<file path="config.mk">
export PLATFORM = sky130hd
export DESIGN_NAME = text_cursor_ctrl_flat
export DESIGN_NICKNAME = d
export VERILOG_FILES = /design/src/rtl/text_cursor_ctrl_if.sv /design/src/rtl/text_cursor_ctrl.sv /design/src/flat_wrapper.sv
export SDC_FILE = /design/constraint.sdc
export NUM_CORES = 1
export LEC_CHECK = 0
export CORE_MARGIN = 1
export CORE_UTILIZATION = 25
export DETAILED_ROUTE_END_ITERATION = 10
export MAX_ROUTING_LAYER = met4
export PLACE_DENSITY = 0.44
export SLEW_MARGIN = 20
export SYNTH_ARGS = -nofsm -noshare
export SYNTH_HDL_FRONTEND = slang
export SYNTH_SLANG_ARGS = --single-unit
</file>
<file path="constraint.sdc">
create_clock -name clk -period 18.67 [get_ports clk]
set_input_delay 2.8005 -clock clk [delete_from_list [all_inputs] [get_ports clk]]
set_output_delay 2.8005 -clock clk [all_outputs]
set_load 0.01 [all_outputs]
</file>
<file path="src/rtl/text_cursor_ctrl_if.sv">
// Keyboard-side inputs and text-RAM / renderer outputs of the text cursor controller.
interface text_cursor_ctrl_if #(
    parameter int COL_W  = 7,
    parameter int ROW_W  = 5,
    parameter int ADDR_W = 12
);
    logic [7:0]        ascii_vec;
    logic              nonchar_en;
    logic [2:0]        nonchar_key;
    logic [3:0]        stat;
    logic              wr_en;
    logic [ADDR_W-1:0] wr_addr;
    logic [7:0]        wr_data;
    logic [ROW_W-1:0]  cur_row;
    logic [COL_W-1:0]  cur_col;
    logic [ROW_W-1:0]  top_row;
    logic              cur_vis;
    logic              busy;

    modport master (
        output ascii_vec, nonchar_en, nonchar_key, stat,
        input  wr_en, wr_addr, wr_data, cur_row, cur_col, top_row, cur_vis, busy
    );

    modport slave (
        input  ascii_vec, nonchar_en, nonchar_key, stat,
        output wr_en, wr_addr, wr_data, cur_row, cur_col, top_row, cur_vis, busy
    );
endinterface

</file>
<file path="src/rtl/text_cursor_ctrl.sv">
// Turns held-key levels into single events, moves a text cursor and writes/scrolls the VGA text RAM.
// Optional cursor blinking is enabled by defining CURSOR_BLINK_EN.
module text_cursor_ctrl #(
    parameter int COLS      = 70,
    parameter int ROWS      = 30,
    parameter int COL_W     = 7,
    parameter int ROW_W     = 5,
    parameter int ADDR_W    = 12,
    parameter int BLINK_DIV = 25000000
) (
    input logic               clk,
    input logic               clr,
    text_cursor_ctrl_if.slave bus
);
    typedef enum logic [1:0] {INIT, IDLE, WRITE, CLRLINE} state_t;

    localparam logic [ROW_W:0]    ROWS_X    = (ROW_W+1)'(ROWS);
    localparam logic [ROW_W-1:0]  LAST_ROW  = ROW_W'(ROWS-1);
    localparam logic [COL_W-1:0]  LAST_COL  = COL_W'(COLS-1);
    localparam logic [ADDR_W-1:0] LAST_ADDR = ADDR_W'(ROWS*COLS-1);
    localparam logic [7:0]        SPACE     = 8'h20;

    state_t            state_q;
    logic [7:0]        prevAscii_q;
    logic [3:0]        prevNc_q;
    logic              pendValid_q, pendIsKey_q;
    logic [7:0]        pendAscii_q;
    logic [2:0]        pendKey_q;
    logic [ROW_W-1:0]  row_q, top_q, nextRow_q;
    logic [COL_W-1:0]  col_q, nextCol_q, clrCnt_q;
    logic              scrollPend_q, wrEn_q, busy_q;
    logic [ADDR_W-1:0] wrAddr_q;
    logic [7:0]        wrData_q;

    logic              charEvt, keyEvt, newEvt, service;
    logic              atOrigin, atLastRow, atLastCol;
    logic              selIsKey, doWrite, doScroll;
    logic [7:0]        selAscii, wrChar;
    logic [2:0]        selKey;
    logic [ROW_W-1:0]  moveRow, retRow, topInc;
    logic [COL_W-1:0]  moveCol, retCol;
    logic [ADDR_W-1:0] wrAddrSel, clrBase;

    // The screen is a ring of physical rows; logical row 0 lives at physical row top_q.
    function automatic logic [ADDR_W-1:0] physAddr(input logic [ROW_W-1:0] r,
                                                   input logic [COL_W-1:0] c,
                                                   input logic [ROW_W-1:0] t);
        logic [ROW_W:0] sum;
        sum = {1'b0, r} + {1'b0, t};
        if (sum >= ROWS_X) sum = sum - ROWS_X;
        return ADDR_W'(sum) * ADDR_W'(COLS) + ADDR_W'(c);
    endfunction

    assign charEvt   = (bus.ascii_vec != 8'h00) && (bus.ascii_vec != prevAscii_q)
                       && !(bus.stat[2] || bus.stat[3]);
    assign keyEvt    = bus.nonchar_en && ({bus.nonchar_en, bus.nonchar_key} != prevNc_q);
    assign newEvt    = charEvt || keyEvt;
    assign service   = (state_q == IDLE) && (pendValid_q || newEvt);
    assign atLastRow = (row_q == LAST_ROW);
    assign atLastCol = (col_q == LAST_COL);
    assign atOrigin  = (row_q == '0) && (col_q == '0);
    assign topInc    = (top_q == LAST_ROW) ? '0 : top_q + 1'b1;
    assign retRow    = (col_q == '0) ? row_q - 1'b1 : row_q;
    assign retCol    = (col_q == '0) ? LAST_COL : col_q - 1'b1;
    assign wrAddrSel = selIsKey ? physAddr(moveRow, moveCol, top_q) : physAddr(row_q, col_q, top_q);
    assign clrBase   = physAddr('0, '0, top_q);

    // Pending entry takes priority over fresh input; between fresh events a key beats a char.
    always_comb begin
        selIsKey = keyEvt;
        selAscii = bus.ascii_vec;
        selKey   = bus.nonchar_key;
        if (pendValid_q) begin
            selIsKey = pendIsKey_q;
            selAscii = pendAscii_q;
            selKey   = pendKey_q;
        end
        moveRow  = row_q;
        moveCol  = col_q;
        doWrite  = 1'b0;
        doScroll = 1'b0;
        wrChar   = selAscii;
        if (!selIsKey) begin
            doWrite = 1'b1;
            if (atLastCol) begin
                moveCol = '0;
                if (atLastRow) doScroll = 1'b1;
                else           moveRow  = row_q + 1'b1;
            end else begin
                moveCol = col_q + 1'b1;
            end
        end else begin
            case (selKey)
                3'd1: if (!atOrigin) begin
                    moveRow = retRow;
                    moveCol = retCol;
                end
                3'd2: if (!atLastRow) moveRow = row_q + 1'b1;
                3'd3: if (row_q != '0) moveRow = row_q - 1'b1;
                3'd4: if (!atLastCol) begin
                    moveCol = col_q + 1'b1;
                end else if (!atLastRow) begin
                    moveRow = row_q + 1'b1;
                    moveCol = '0;
                end
                3'd5: begin
                    moveCol = '0;
                    if (atLastRow) doScroll = 1'b1;
                    else           moveRow  = row_q + 1'b1;
                end
                3'd6: if (!atOrigin) begin
                    doWrite = 1'b1;
                    wrChar  = SPACE;
                    moveRow = retRow;
                    moveCol = retCol;
                end
                default: ;
            endcase
        end
    end

    always_ff @(posedge clk or posedge clr) begin
        if (clr) begin
            state_q      <= INIT;
            prevAscii_q  <= '0;
            prevNc_q     <= '0;
            pendValid_q  <= 1'b0;
            pendIsKey_q  <= 1'b0;
            pendAscii_q  <= '0;
            pendKey_q    <= '0;
            row_q        <= '0;
            col_q        <= '0;
            top_q        <= '0;
            nextRow_q    <= '0;
            nextCol_q    <= '0;
            clrCnt_q     <= '0;
            scrollPend_q <= 1'b0;
            wrEn_q       <= 1'b0;
            busy_q       <= 1'b1;
            wrAddr_q     <= '0;
            wrData_q     <= SPACE;
        end else begin
            prevAscii_q <= bus.ascii_vec;
            prevNc_q    <= {bus.nonchar_en, bus.nonchar_key};
            if (newEvt) begin
                pendIsKey_q <= keyEvt;
                pendAscii_q <= bus.ascii_vec;
                pendKey_q   <= bus.nonchar_key;
            end
            if (state_q != IDLE) begin
                if (newEvt) pendValid_q <= 1'b1;
            end else if (pendValid_q) begin
                pendValid_q <= newEvt;
            end

            case (state_q)
                INIT: begin
                    if (!wrEn_q) begin
                        wrEn_q   <= 1'b1;
                        wrAddr_q <= '0;
                    end else if (wrAddr_q == LAST_ADDR) begin
                        wrEn_q  <= 1'b0;
                        busy_q  <= 1'b0;
                        state_q <= IDLE;
                    end else begin
                        wrAddr_q <= wrAddr_q + 1'b1;
                    end
                end
                IDLE: if (service) begin
                    if (doWrite) begin
                        wrEn_q       <= 1'b1;
                        wrAddr_q     <= wrAddrSel;
                        wrData_q     <= wrChar;
                        nextRow_q    <= moveRow;
                        nextCol_q    <= moveCol;
                        scrollPend_q <= doScroll;
                        state_q      <= WRITE;
                    end else begin
                        row_q <= moveRow;
                        col_q <= moveCol;
                        if (doScroll) begin
                            top_q    <= topInc;
                            wrEn_q   <= 1'b1;
                            wrAddr_q <= clrBase;
                            wrData_q <= SPACE;
                            busy_q   <= 1'b1;
                            clrCnt_q <= '0;
                            state_q  <= CLRLINE;
                        end
                    end
                end
                WRITE: begin
                    wrEn_q  <= 1'b0;
                    row_q   <= nextRow_q;
                    col_q   <= nextCol_q;
                    state_q <= IDLE;
                    if (scrollPend_q) begin
                        top_q    <= topInc;
                        wrEn_q   <= 1'b1;
                        wrAddr_q <= clrBase;
                        wrData_q <= SPACE;
                        busy_q   <= 1'b1;
                        clrCnt_q <= '0;
                        state_q  <= CLRLINE;
                    end
                end
                CLRLINE: begin
                    if (clrCnt_q == LAST_COL) begin
                        wrEn_q  <= 1'b0;
                        busy_q  <= 1'b0;
                        state_q <= IDLE;
                    end else begin
                        clrCnt_q <= clrCnt_q + 1'b1;
                        wrAddr_q <= wrAddr_q + 1'b1;
                    end
                end
                default: state_q <= INIT;
            endcase
        end
    end

`ifdef CURSOR_BLINK_EN
    localparam int BLINK_W = $clog2(BLINK_DIV + 1);
    logic [BLINK_W-1:0] blinkCnt_q;
    logic               curVis_q;

    // Typing or moving restarts the blink phase so the cursor is always shown right after activity.
    always_ff @(posedge clk or posedge clr) begin
        if (clr) begin
            blinkCnt_q <= '0;
            curVis_q   <= 1'b1;
        end else if (service) begin
            blinkCnt_q <= '0;
            curVis_q   <= 1'b1;
        end else if (blinkCnt_q == BLINK_W'(BLINK_DIV - 1)) begin
            blinkCnt_q <= '0;
            curVis_q   <= ~curVis_q;
        end else begin
            blinkCnt_q <= blinkCnt_q + 1'b1;
        end
    end

    assign bus.cur_vis = curVis_q;
`else
    assign bus.cur_vis = 1'b1;
`endif

    assign bus.wr_en   = wrEn_q;
    assign bus.wr_addr = wrAddr_q;
    assign bus.wr_data = wrData_q;
    assign bus.cur_row = row_q;
    assign bus.cur_col = col_q;
    assign bus.top_row = top_q;
    assign bus.busy    = busy_q;
endmodule

</file>
<file path="src/flat_wrapper.sv">
// flat-port wrapper written by rule: the top's interface ports become plain ports
module text_cursor_ctrl_flat 
#(
    parameter int COLS      = 70,
    parameter int ROWS      = 30,
    parameter int COL_W     = 7,
    parameter int ROW_W     = 5,
    parameter int ADDR_W    = 12,
    parameter int BLINK_DIV = 25000000
)
  (clk, clr, bus_ascii_vec, bus_nonchar_en, bus_nonchar_key, bus_stat, bus_wr_en, bus_wr_addr, bus_wr_data, bus_cur_row, bus_cur_col, bus_top_row, bus_cur_vis, bus_busy);
  text_cursor_ctrl_if #(.COL_W(COL_W), .ROW_W(ROW_W), .ADDR_W(ADDR_W)) bus_i ();
  input logic clk;
  input logic clr;
  input wire logic [$bits(bus_i.ascii_vec)-1:0] bus_ascii_vec;
  input wire logic [$bits(bus_i.nonchar_en)-1:0] bus_nonchar_en;
  input wire logic [$bits(bus_i.nonchar_key)-1:0] bus_nonchar_key;
  input wire logic [$bits(bus_i.stat)-1:0] bus_stat;
  output wire logic [$bits(bus_i.wr_en)-1:0] bus_wr_en;
  output wire logic [$bits(bus_i.wr_addr)-1:0] bus_wr_addr;
  output wire logic [$bits(bus_i.wr_data)-1:0] bus_wr_data;
  output wire logic [$bits(bus_i.cur_row)-1:0] bus_cur_row;
  output wire logic [$bits(bus_i.cur_col)-1:0] bus_cur_col;
  output wire logic [$bits(bus_i.top_row)-1:0] bus_top_row;
  output wire logic [$bits(bus_i.cur_vis)-1:0] bus_cur_vis;
  output wire logic [$bits(bus_i.busy)-1:0] bus_busy;
  assign bus_i.ascii_vec = bus_ascii_vec;
  assign bus_i.nonchar_en = bus_nonchar_en;
  assign bus_i.nonchar_key = bus_nonchar_key;
  assign bus_i.stat = bus_stat;
  assign bus_wr_en = bus_i.wr_en;
  assign bus_wr_addr = bus_i.wr_addr;
  assign bus_wr_data = bus_i.wr_data;
  assign bus_cur_row = bus_i.cur_row;
  assign bus_cur_col = bus_i.cur_col;
  assign bus_top_row = bus_i.top_row;
  assign bus_cur_vis = bus_i.cur_vis;
  assign bus_busy = bus_i.busy;
  text_cursor_ctrl #(.COLS(COLS), .ROWS(ROWS), .COL_W(COL_W), .ROW_W(ROW_W), .ADDR_W(ADDR_W), .BLINK_DIV(BLINK_DIV)) u_core (.clk(clk), .clr(clr), .bus(bus_i));
endmodule
</file>
==> results of run 1 <==
flip-flops by register name, indices dropped and copies added (netlist names):
signal and cells:
u_core.bus.cur_col 7, u_core.bus.wr_data 8, u_core.scrollPend_q 1, u_core.state_q 2, u_core.bus.cur_row 5, u_core.pendValid_q 1
u_core.pendKey_q 3, u_core.bus.busy 1, u_core.bus.wr_en 1, u_core.pendAscii_q 8, u_core.nextCol_q 7, u_core.bus.wr_addr 12
u_core.pendIsKey_q 1, u_core.clrCnt_q 7, u_core.prevAscii_q 8, u_core.nextRow_q 5, u_core.prevNc_q 4, u_core.bus.top_row 5
Yosys cell counts (10+ instances only):
cell type	instances	share of area [%]
nor2_1	74	3.3
buf_2	10	0.60
dfrtp_1	84	25
nor2b_1	11	0.82
o21ai_1	17	1.0
ha_1	97	15
a21oi_1	51	3.1
nor3_1	15	0.90
and3_1	11	0.82
nand3_1	33	2.0
xor2_1	24	2.5
nand2b_1	14	1.0
mux2i_1	29	3.5
nand2_1	90	4.0
a21o_1	10	0.90
mux2_2	30	4.0
fa_1	10	2.4
inv_1	47	2.1
a31oi_1	10	0.75
o21ai_0	70	4.2
clkbuf_1	24	1.1
xnor2_1	37	3.9
per-layer routing:
layer	vias to the layer above	global-route usage, %
li1	3636	-
met1	3482	20.7
met2	108	24.2
met3	19	1.73
met4	0	4.56
met5	-	-
final timing paths:
path	from	endpoint	slack, ns	cells after the start
min in group asynchronous	clr	u_core.pendValid_q	2.86	2
max reg2reg	u_core.pendValid_q	u_core.bus.wr_addr[11]	10.22	28
max in group asynchronous	clr	u_core.bus.wr_addr[9]	14.64	3
max	bus_nonchar_key[1]	u_core.bus.wr_addr[11]	8.13	29
min	u_core.bus.wr_data[6]	u_core.bus.wr_data[6]	0.48	2
min reg2reg	u_core.bus.wr_data[6]	u_core.bus.wr_data[6]	0.48	2
stage by stage:
stage / std cells / instance area, µm²
6_report: 1453 / 9660
5_1_grt: 1453 / 9660
4_1_cts: 1453 / 9660
3_5_place_dp: 1437 / 9350
3_3_place_gp: 1437 / 9350
2_1_floorplan: 972 / 8350
kinds of logic after synthesis:
group	after synthesis	share of synthesized area [%]
simple gates	304	18.3
fa+ha+maj	108	17.0
xor+xnor	61	6.40
buf+inv	86	4.06
other cells	1	0.0449
mux	60	7.65
compound gates	266	20.7
flops	86	25.8
critical path, delay by kind of cell:
family	cells	cell delay, ns
AOI/OAI and AO/OA	8	2.28
xor gates and xnor gates	2	0.59
adders and majority gates	6	1.89
buffers and inverters	2	0.57
muxes	2	0.74
and+or+nand+nor	9	1.93
cell type report:
| cell class | count | area (µm²) |
|---|---|---|
| clock buffers | 9 | 225 |
| clock inverters | 7 | 87.6 |
| fillers | 3518 | 23000 |
| inverters | 48 | 181 |
| multi-input cells | 800 | 5860 |
| flip-flops and latches | 86 | 2160 |
| well taps | 442 | 553 |
| repair buffers | 61 | 593 |
==> flow_summary.toml, run 1 <==
[route]
viasPerCell = 4.99
drt-pass1-iter-count = 5
dr.max_layer_used = "met4"
drtIter0Drc = 451
drc = 0
drt-total-wl_um = 24500
met1_length_um = 12300
wl_met2_um = 11300
wl_per_cell_um = 16.9
wl_met3_um = 535
num_vias = 7245
ant_nets = 0

[clock_tree]
clkTransAtPathRegs_ns = 0.08
postCtsSetupRepairBufs = 0
cts_buffers = 9
htree_levels = 3
cts_root_buf = "clkbuf_16"
ctsResizeCount = 0
clk_latency_ns = 0.37
cts_max_path_buffers = 2
cts_hold_buf = 0
cts_sinks = 86
tritoncts = "yes"

[final_layout]
utilization_pct = 29.5
syn_to_final_growth_pct = 15.6
num_antenna_cells = 0
final_cell_mix = "97 x ha_1, 90 x nand2_1, 83 x dfrtp_1, 74 x nor2_1, 70 x o21ai_0"
drive_gt1_share_pct = 8.51
layout_commonest_cell = "ha_1"
finalNetCount = 1131

[timing]
finalSetupTns_ns = 0
slew_headroom_pct = 37.4
rsz0062_at_grt = "no"
tightestPinTransition_ns = 0.939
slew_violations = 0
whs_ns = 0.477
hold_violations = 0
setup_viol_count_final = 0
fin_crit_sh_pct = 56.4
fin_ws_ns = 8.13
fin_skew_ns = 0.0155
fmax_mhz = 94.9
min_period_ns = 10.54

[place]
hpwl_um = 18400
dp_slack_ns = 7.75
portBuffers = 54
place_congestion = 0.817

[floorplan]
die-area_um2 = 34100
fp-row-count = 66
core_area_um2 = 32700
pin_count = 58
die_h_um = 185
die_w_um = 185
start_util_pct = 25.5

[global_route]
grt_pass1_wl_um = 39600
grt_pass1_vias = 7001
grt_usage_pct = 15.4
grt_max_degree = 49
grt_antenna_before_repair = 0
grt.overflow.total = 0

[run]
maxCapViolations = 0

[critical_path]
cp-start-kind = "input pin"
crit_fanout = 9
crit_required_ns = 18.93
slowest_stage = "o41ai_1"
criticalPathCategory = "input pin to flip-flop"
crit_path_max_incr_delay_ns = 0.58
cpMostUsedCell = "ha_1"
cp.arrival_ns = 10.79
end_kind = "flip-flop"

[synth]
synthCells = 972
synth_edf_count = 0
seq_area_frac_synth_pct = 25.8
async_flop_share_pct = 100
mappedNetlistArea_um2 = 8350
ys_types = 79
synth_flop_cell = "dfrtp_1"
ys_warn_count = 0
synth_seq_cells = 86
avgSynthCellArea_um2 = 8.59
synth_nets = 1097

[worst_hold_path]
hp-class = "flip-flop to flip-flop"

[outcome]
status = "finished clean"
Power of run 1 is not shown: default switching activity piles up to over one toggle a cycle in this logic, so the estimate is an artifact.
==> run 2, diff against run 1 <==
PLACE_DENSITY = 0.46   (was 0.44)
clock period = 9 ns   (was 18.67 ns; I/O delays follow)
==> run 2 against run 1 <==
Effect of this change:
- die area is the same
- final cell count increased by 0.76%
- first-iteration DRC count grew 25%
- final area is 0.89% higher
- routed wire length is 1.5% lower
- largest cell class unchanged
- highest routed layer unchanged
==> flow_summary.toml, run 2 (synthesis gave the netlist of run 1 again) <==
[global_route]
grt.overflow.total = 0
grt_antenna_before_repair = 0
grt_pass1_wl_um = 39100
grt_pass1_vias = 6965
grt_max_degree = 48
grt_usage_pct = 15.1

[place]
placed_area_um2 = 9430
portBuffers = 54
hpwl_um = 18200
place_congestion = 0.804
dp_slack_ns = 0.234

[critical_path]
crit_path_max_incr_delay_ns = 0.52
criticalPathCategory = "input pin to flip-flop"
cp-start-kind = "input pin"
end_kind = "flip-flop"
cp.arrival_ns = 8.55
crit_fanout = 8
crit_required_ns = 9.25
slowest_stage = "clkdlybuf4s50_1"
regToRegSetupSlack_ns = 1.31
cpMostUsedCell = "ha_1"

[outcome]
status = "finished clean"

[final_layout]
syn_to_final_growth_pct = 16.7
layout_commonest_cell = "ha_1"
num_antenna_cells = 0
final_cell_mix = "97 x ha_1, 90 x nand2_1, 84 x dfrtp_1, 74 x nor2_1, 70 x o21ai_0"
largest_register_ffs = 12
drive_gt1_share_pct = 9.49
finalNetCount = 1142
design_area_um2 = 9750
utilization_pct = 29.8
fillers = 3504

[clock_tree]
clk_latency_ns = 0.36
cts_max_path_buffers = 2
cts_buffers = 9
clkTransAtPathRegs_ns = 0.07
cts_hold_buf = 0
cts_root_buf = "clkbuf_16"
tritoncts = "yes"
htree_levels = 3
postCtsSetupRepairBufs = 0
cts_sinks = 86
ctsResizeCount = 0

[timing]
fin_crit_sh_pct = 92.3
finalSetupTns_ns = 0
setup_viol_count_final = 0
slew_violations = 0
slew_headroom_pct = 34.5
hold_violations = 0
min_period_ns = 8.30
fin_skew_ns = 0.0125
tightestPinTransition_ns = 0.983
rsz0062_at_grt = "no"
fin_ws_ns = 0.697
fmax_mhz = 120

[route]
num_vias = 7283
ant_nets = 0
viasPerCell = 4.97
drtIter0Drc = 566
drt-pass1-iter-count = 6
drt-total-wl_um = 24200
drc = 0
wl_per_cell_um = 16.5

[run]
maxCapViolations = 0

[floorplan]
fp-row-count = 66
die_h_um = 185
pin_count = 58
die_w_um = 185
start_util_pct = 25.5
core_area_um2 = 32700
die-area_um2 = 34100

[worst_hold_path]
hp-class = "flip-flop to flip-flop"
run 2: path summary, 6_finish.rpt:
kind / start / to / cells past startpoint
min reg2reg: u_core.bus.wr_data[6] / u_core.bus.wr_data[6] / 2
max in group asynchronous: clr / u_core.bus.wr_addr[0] / 3
min: u_core.bus.wr_data[6] / u_core.bus.wr_data[6] / 2
min in group asynchronous: clr / u_core.prevAscii_q[1] / 2
max: bus_nonchar_key[2] / u_core.bus.wr_addr[9] / 32
max reg2reg: u_core.bus.cur_col[1] / u_core.bus.wr_addr[9] / 32
run 2: metal layers:
layer | up-vias | global-route usage (%) | share of wire [%]
li1 | 3652 | - | -
met1 | 3495 | 21.1 | 50
met4 | 0 | 2.94 | 0.81
met2 | 123 | 23.5 | 46
met3 | 13 | 1.63 | 3.4
met5 | - | - | 0
run 2: per-stage QoR:
step	std cells	hold slack, ns
after floorplan	972	0.449
after global placement	1448	0.466
after detailed placement	1448	0.462
after CTS	1464	0.480
after global routing	1464	0.496
final	1464	0.476
run 2: layout make-up:
class	instances	area, µm²	share of cell area, %
Multi-Input combinational cell	800	5870	60.2
Sequential cell	86	2150	22.1
Timing Repair Buffer	72	676	6.93
Tap cell	442	553	5.67
Clock buffer	10	239	2.45
Inverter	48	181	1.86
Clock inverter	6	75.1	0.770
run 2: critical path, delay by kind of cell:
kind | cells | cell delay [ns]
compound gates | 11 | 2.19
xor+xnor | 2 | 0.50
fa+ha+maj | 7 | 2.19
buf+inv | 4 | 0.69
mux | 2 | 0.86
simple gates | 6 | 0.77
Power of run 2 is left out for the same reason.
